<file path="src/rtl/can_bit_destuffer.sv">
// CAN bit-level front end clocked by the sample point: bus idle and SOF detection,
// removal of dynamic and FD fixed stuff bits, stuff error flagging and stuff count.
module can_bit_destuffer #(
  parameter int IDLE_BITS  = 11,
  parameter int STF_RUN    = 5,
  parameter int FIX_PERIOD = 4
) (
  input  logic       SP,
  input  logic       reset,
  input  logic       RX,
  input  logic       STF_END,
  input  logic       FIX_STF,
  output logic       RX_D,
  output logic       STF_BIT,
  output logic       STF_ERR,
  output logic       BUS_IDLE,
  output logic       SOF,
  output logic [2:0] STF_CNT
);

  localparam logic [3:0] IDLE_LIM = 4'(IDLE_BITS);
  localparam logic [2:0] RUN_LIM  = 3'(STF_RUN);
  localparam logic [2:0] FIX_LIM  = 3'(FIX_PERIOD);

  typedef enum logic [2:0] {
    ST_WAIT = 3'd0,
    ST_IDLE = 3'd1,
    ST_DYN  = 3'd2,
    ST_FIX  = 3'd3,
    ST_OFF  = 3'd4,
    ST_ERR  = 3'd5
  } state_t;

  state_t     state_r;
  logic [3:0] rec_cnt_r;
  logic [3:0] rec_nxt_s;
  logic [2:0] run_len_r;
  logic [2:0] fix_cnt_r;
  logic       last_r;
  logic       idle_hit_s;

  // Recessive run length including this bit, saturating at the idle threshold
  always_comb begin
    rec_nxt_s = 4'd0;
    if (!RX) begin
      rec_nxt_s = 4'd0;
    end else if (rec_cnt_r == IDLE_LIM) begin
      rec_nxt_s = IDLE_LIM;
    end else begin
      rec_nxt_s = rec_cnt_r + 4'd1;
    end
  end

  assign idle_hit_s = (rec_nxt_s == IDLE_LIM);

  // Frame tracking FSM; every output is registered with the bit it describes
  always_ff @(posedge SP or posedge reset) begin
    if (reset) begin
      state_r   <= ST_WAIT;
      rec_cnt_r <= 4'd0;
      run_len_r <= 3'd0;
      fix_cnt_r <= 3'd0;
      last_r    <= 1'b1;
      RX_D      <= 1'b1;
      STF_BIT   <= 1'b0;
      STF_ERR   <= 1'b0;
      BUS_IDLE  <= 1'b0;
      SOF       <= 1'b0;
      STF_CNT   <= 3'd0;
    end else begin
      rec_cnt_r <= rec_nxt_s;
      RX_D      <= RX;
      SOF       <= 1'b0;
      STF_BIT   <= 1'b0;
      case (state_r)
        ST_IDLE: begin
          if (RX) begin
            BUS_IDLE <= 1'b1;
          end else begin
            SOF       <= 1'b1;
            BUS_IDLE  <= 1'b0;
            state_r   <= ST_DYN;
            last_r    <= 1'b0;
            run_len_r <= 3'd1;
            STF_CNT   <= 3'd0;
            STF_ERR   <= 1'b0;
          end
        end
        ST_DYN: begin
          BUS_IDLE <= 1'b0;
          if (STF_END) begin
            state_r <= ST_OFF;
          end else if (FIX_STF) begin
            // First fixed stuff bit; a dynamic stuff bit due here is not counted
            if (RX == last_r) begin
              STF_ERR <= 1'b1;
              state_r <= ST_ERR;
            end else begin
              STF_BIT   <= 1'b1;
              fix_cnt_r <= 3'd0;
              last_r    <= RX;
              state_r   <= ST_FIX;
            end
          end else if (run_len_r == RUN_LIM) begin
            if (RX == last_r) begin
              STF_ERR <= 1'b1;
              state_r <= ST_ERR;
            end else begin
              STF_BIT   <= 1'b1;
              STF_CNT   <= STF_CNT + 3'd1;
              run_len_r <= 3'd1;
              last_r    <= RX;
            end
          end else begin
            run_len_r <= (RX == last_r) ? run_len_r + 3'd1 : 3'd1;
            last_r    <= RX;
          end
        end
        ST_FIX: begin
          BUS_IDLE <= 1'b0;
          if (STF_END) begin
            state_r <= ST_OFF;
          end else if (fix_cnt_r != FIX_LIM) begin
            fix_cnt_r <= fix_cnt_r + 3'd1;
            last_r    <= RX;
          end else if (RX == last_r) begin
            STF_ERR <= 1'b1;
            state_r <= ST_ERR;
          end else begin
            STF_BIT   <= 1'b1;
            fix_cnt_r <= 3'd0;
            last_r    <= RX;
          end
        end
        ST_ERR: begin
          BUS_IDLE <= idle_hit_s;
          STF_ERR  <= ~idle_hit_s;
          state_r  <= idle_hit_s ? ST_IDLE : ST_ERR;
        end
        ST_WAIT, ST_OFF: begin
          BUS_IDLE <= idle_hit_s;
          state_r  <= idle_hit_s ? ST_IDLE : state_r;
        end
        default: begin
          BUS_IDLE <= 1'b0;
          state_r  <= ST_WAIT;
        end
      endcase
    end
  end

endmodule

</file>
<file path="config.mk">
export PLATFORM = sky130hd
export DESIGN_NAME = can_bit_destuffer
export DESIGN_NICKNAME = d
export VERILOG_FILES = /design/src/rtl/can_bit_destuffer.sv
export SDC_FILE = /design/constraint.sdc
export NUM_CORES = 1
export LEC_CHECK = 0
export BUFFER_PORTS_ARGS = -buffer_cell sky130_fd_sc_hd__buf_2
export CORE_AREA = 5 5 52 54
export CTS_CLUSTER_DIAMETER = 40
export DETAILED_ROUTE_END_ITERATION = 6
export DIE_AREA = 0 0 57 59
export GPL_TIMING_DRIVEN = 0
export HOLD_SLACK_MARGIN = 0.08
export PLACE_DENSITY = 0.81
export SYNTH_ARGS = -nofsm -noshare
export SYNTH_HDL_FRONTEND = slang
export SYNTH_SLANG_ARGS = --single-unit
</file>
<file path="constraint.sdc">
create_clock -name SP -period 5.1 [get_ports SP]
set_input_delay 0.765 -clock SP [delete_from_list [all_inputs] [get_ports SP]]
set_output_delay 0.765 -clock SP [all_outputs]
set_load 0.02 [all_outputs]
</file>
Yosys cells after proc, flatten, opt, wreduce, memory -nomap -nowiden
Index checks and enable logic that the tools add are counted.
{"block": "op_classes", "addsub": 4, "n_eq_ne": 23, "n_mux": 58, "bitwise": 1, "reduce_logical": 13}
{"operator": "$mux 3", "count": 26}
{"operator": "$mux 1", "count": 22}
{"operator": "$ne 2x2->1 const B", "count": 9}
{"operator": "$pmux 3 s2", "count": 3}
{"operator": "$pmux 3 s5", "count": 1}
{"operator": "$ne 3x3->1 const B", "count": 4}
{"operator": "$reduce_and 4->1", "count": 3}
{"operator": "$reduce_and 6->1", "count": 2}
{"operator": "$add 3x1->3 const B", "count": 3}
{"operator": "$eq 3x3->1 const B", "count": 3}
{"operator": "$eq 4x4->1 const B", "count": 2}
{"operator": "$mux 4", "count": 2}
{"operator": "$eq 3x2->1 const B", "count": 2}
{"operator": "$reduce_and 5->1", "count": 1}
{"operator": "$add 4x1->4 const B", "count": 1}
{"operator": "$ne 4x4->1 const B", "count": 1}
{"operator": "$pmux 1 s2", "count": 2}
{"operator": "$pmux 1 s4", "count": 1}
{"operator": "$reduce_bool 2->1", "count": 2}
{"operator": "$reduce_bool 4->1", "count": 1}
{"operator": "$eq 3x1->1 const B", "count": 1}
{"operator": "$logic_not 3->1", "count": 1}
{"operator": "$pmux 1 s3", "count": 1}
{"operator": "$reduce_bool 3->1", "count": 1}
{"operator": "other kinds (4)", "count": 4}
{"block": "totals", "reg_bits": 22, "input_bits": 5, "output_inout_bits": 8}

Logic depth before layout (Yosys ltp)
{"block": "logic_depth", "depth_word": 6, "mapped_depth": 7}

Least setup slack after synthesis
No wires, ideal clock.
{"block": "synth_timing", "path_kind": "input-to-reg", "startpoint": "in RX", "endpoint": "reg run_len_r[0]", "arrival_time_ns": 2.076, "t_required_ns": 4.964, "path_slack_ns": 2.888, "stages": 5, "n_path_buf": 1, "cell_sequence": "ha_1 > buf_4 > or4bb_1 > a211oi_1 > mux2i_1"}
{"block": "synth_via", "elab_chain_len": 6}
{"element": "start, declared", "line": "10", "source": "input logic RX,"}
{"element": "$eq 1x1->1", "line": "105, 115"}
{"element": "$mux 3", "line": "115", "source": "run_len_r <= (RX == last_r) ? run_len_r + 3'd1 : 3'd1;"}
{"element": "$mux 3", "line": "104", "source": "end else if (run_len_r == RUN_LIM) begin"}
{"element": "$mux 3", "line": "93", "source": "end else if (FIX_STF) begin"}
{"element": "$mux 3", "line": "91", "source": "if (STF_END) begin"}
{"element": "$pmux 3 s2", "line": "75", "source": "case (state_r)"}
{"element": "end signal, assigned", "line": "115"}
{"element": "end, declared", "line": "37", "source": "logic [2:0] run_len_r;"}
Parallel ways exist; a longest one is shown, timed or not. The select of a mux whose other input is x is not followed.
A chain may end at the register's enable or synchronous reset.

Worst setup path after layout
{"block": "layout_timing", "startpoint": "reg last_r", "endpoint": "reg run_len_r[1]"}
{"block": "layout_via", "elab_chain_len": 6}
{"element": "start, declared", "line": "39", "source": "logic last_r;"}
{"element": "start signal, assigned", "line": "63", "source": "last_r <= 1'b1;"}
{"element": "start signal, assigned", "line": "83", "source": "last_r <= 1'b0;"}
{"element": "start signal, assigned", "line": "101", "source": "last_r <= RX;"}
{"element": "$eq 1x1->1 *", "line": "105, 115"}
{"element": "$mux 3", "line": "115"}
{"element": "$mux 3", "line": "104"}
{"element": "$mux 3", "line": "93"}
{"element": "$mux 3", "line": "91"}
{"element": "$pmux 3 s2", "line": "75"}
Every way passes the cells marked *; elsewhere a longest branch is shown, timed or not. The select of a mux whose other input is x is not followed.

==> results.md <==
- Largest net degree at the start of global routing: 23
- Grt peak-use layer: met2
- Reg2Reg Setup Slack: 2910 ps
- First-pass GRT wire length: 4.71 mm
- Layout Utilization: 67.0%
- FILL cells: 173
- Final setup fails: 0
- Grt met1 use: 21.1%
- Final std cells w/o fill: 177
- TritonCTS buffer count: 3
- Cell area after placement: 1400 sq um
- Worst Skew: 7.25 ps
- Post-Route Setup TNS: 0 ps
- Syn_area_per_cell: 9.81 sq um
- Slew headroom: 43.3%
- Layout area overhead: 11.3%
- Storage element area: 553 sq um
- # IOs: 13
- Main synth FF type: dfrtp_1
- Final ANT Viol Nets: 0
- Post-CTS sizing: 0
- Synth Warn #: 0
- Initial antenna violation count: 0
- CTS Buffer Depth: 2
- H-tree depth reported by CTS: 1
- Max_cap viols: 0
- VDD IR max: 166 uV
- Die Wd: 57 um
- Hold path cells: 1
- Inst Count DP: 173
- PortBufs: 12
- Hold_ws: 518 ps
- Vias/cell: 6.08
- Drt drc: 0
- Vias in the first global route: 1105
- GR Util met2: 31.5%
- Clk sink count: 22
- Post-synth cell types: 44
- Synth Net Count: 146
- Tmin final: 2190 ps
- GP Congestion: 0.829
- Least-Margin Pin Slew: 849 ps
- Post-synth EDFFs: 0
- Tot Pwr: 0.380 mW
- Worst-path maximum fanout: 9
- Period utilisation layout: 42.9%
- Reg-to-Reg Start: last_r
- HPWL after DPL: 1.98 mm
- Grt ovf: 0
- Mapped Cells: 133
- Die height: 59 um
- Hold crit path type: register to register
- Final WL: 2.76 mm
- Final WS setup: 2910 ps
- Worst Hold End: fix_cnt_r[2]
- Synthesized flop and latch total: 22
- Synthesized area: 1310 sq um
- CTS tree: yes
- DR WL/cell: 15.6 um
- Vias: 1077
- CP Class: register to register
- LEAKAGE: 0.626 nW
- M3 GR Usage: 2.18%
- Post-synth ARST share: 100%
- Commonest non-fill, non-tap cell in the layout: dfrtp_1
- Hold Path Origin: fix_cnt_r[2]
- Gr usage total: 18.0%
- Antenna diodes: 0
- Pwr per Cell Area: 261 nW/um^2
- Unrepaired setup endpoints after global routing: false
- Crit path required time: 5370 ps
- Pre-CTS setup slack: 2590 ps
- CP endpoint kind: register
- Core outline area: 2170 sq um
- Hold-fix buffers at CTS: 0
- Initial Util: 60.1%
- DR iter-0 viols: 17
- Most frequent cells in the layout: dfrtp_1 (20), buf_2 (14)
- Register area share after synthesis: 42.4%
- Clk slew on worst S/H paths: 130 ps
- Max-slew violations: 0
- Area of the multi-input gates: 689 sq um
- FF-to-FF path depth: 6
- Fin. Hold Viols: 0
- Root Buffer: clkbuf_4
- Post-CTS setup buffers: 0
- NumNets Final: 163
- Fmax: 457 MHz
- Worst R2R End: run_len_r[1]
- Critical path arrival: 2460 ps
- Std cell rows: 17
- Die area: 3360 sq um
- Worst setup SP type: register
- Post-route cell area: 1450 sq um
- Latest clock arrival within the worst-skew pair: 320 ps
- Number of iterations in the first detailed-routing pass: 6
- Share of layout cells above drive strength 1: 18.1%
- Outcome: finished, final reports clean
-- worst max-delay path by stage --
| stage | start | endpoint | slack (ps) | cells after the start |
|---|---|---|---|---|
| detailed placement | RX | run_len_r[0] | 2590 | 6 |
| finish | last_r | run_len_r[1] | 2910 | 6 |
| global placement | RX | run_len_r[0] | 2610 | 6 |
| CTS | last_r | run_len_r[1] | 2900 | 6 |
| floorplan | RX | run_len_r[0] | 2890 | 5 |
| global route | last_r | run_len_r[0] | 2700 | 6 |
-- worst max-delay path, stage by stage (launching register included) --
cell and delay, ps:
dfstp_2 560, inv_1 40, ha_1 270, buf_4 160, or4bb_1 590, a211oi_1 330
a22o_1 180
-- kinds of logic after synthesis --
| family | synth area share (%) |
|---|---|
| compound gates | 22.1 |
| simple gates | 19.2 |
| flops | 42.4 |
| buf+inv | 4.79 |
| fa+ha+maj | 7.67 |
| mux | 3.16 |
| xor+xnor | 0.671 |
-- layer usage --
| layer | up-vias | wire, um |
|---|---|---|
| li1 | 512 | - |
| met1 | 519 | 1200 |
| met2 | 40 | 1350 |
| met3 | 6 | 142 |
| met4 | 0 | 63 |
| met5 | - | 0 |
-- power by group --
part | switching [mW] | internal [mW] | total, mW | leakage (nW)
registers | 0.00820 | 0.182 | 0.190 | 0.292
clock network | 0.0558 | 0.0795 | 0.135 | 0.0279
logic | 0.0340 | 0.0197 | 0.0537 | 0.306
-- synth_stat cells, drive strengths merged, types with 2 or more instances --
master / instances / share of area (%)
dfrtp: 20 / 38
a21oi: 10 / 4.7
inv: 9 / 2.6
nand2: 9 / 2.6
o21ai: 9 / 3.5
ha: 8 / 7.7
nor2: 8 / 2.3
nand2b: 5 / 2.4
nor2b: 4 / 1.9
a21boi: 3 / 1.7
buf: 3 / 1.3
clkbuf: 3 / 0.86
mux2i: 3 / 2.3
nand3: 3 / 1.2
o211ai: 3 / 2.1
o21bai: 3 / 1.7
a22oi: 2 / 1.2
a31oi: 2 / 0.96
and2: 2 / 0.96
dfstp: 2 / 4.0
nor4b: 2 / 1.8
or3b: 2 / 1.3
-- state kept, by name (all words and copies together) (netlist names) --
| signal | flops |
|---|---|
| SOF | 1 |
| BUS_IDLE | 1 |
| run_len_r | 3 |
| STF_BIT | 1 |
| STF_ERR | 1 |
| state_r | 3 |
| last_r | 1 |
| rec_cnt_r | 4 |
| RX_D | 1 |
| fix_cnt_r | 3 |
| STF_CNT | 3 |
-- layout make-up --
type | count | area share [%]
timing repair buffer | 12 | 4.13
buffer | 6 | 1.98
multi-input combinational | 96 | 47.5
clock buffer | 3 | 1.55
inverter | 9 | 2.33
clock inverter | 1 | 2.07
sequential | 22 | 38.1
tap | 28 | 2.41
Power figures use the tool's default switching activity.
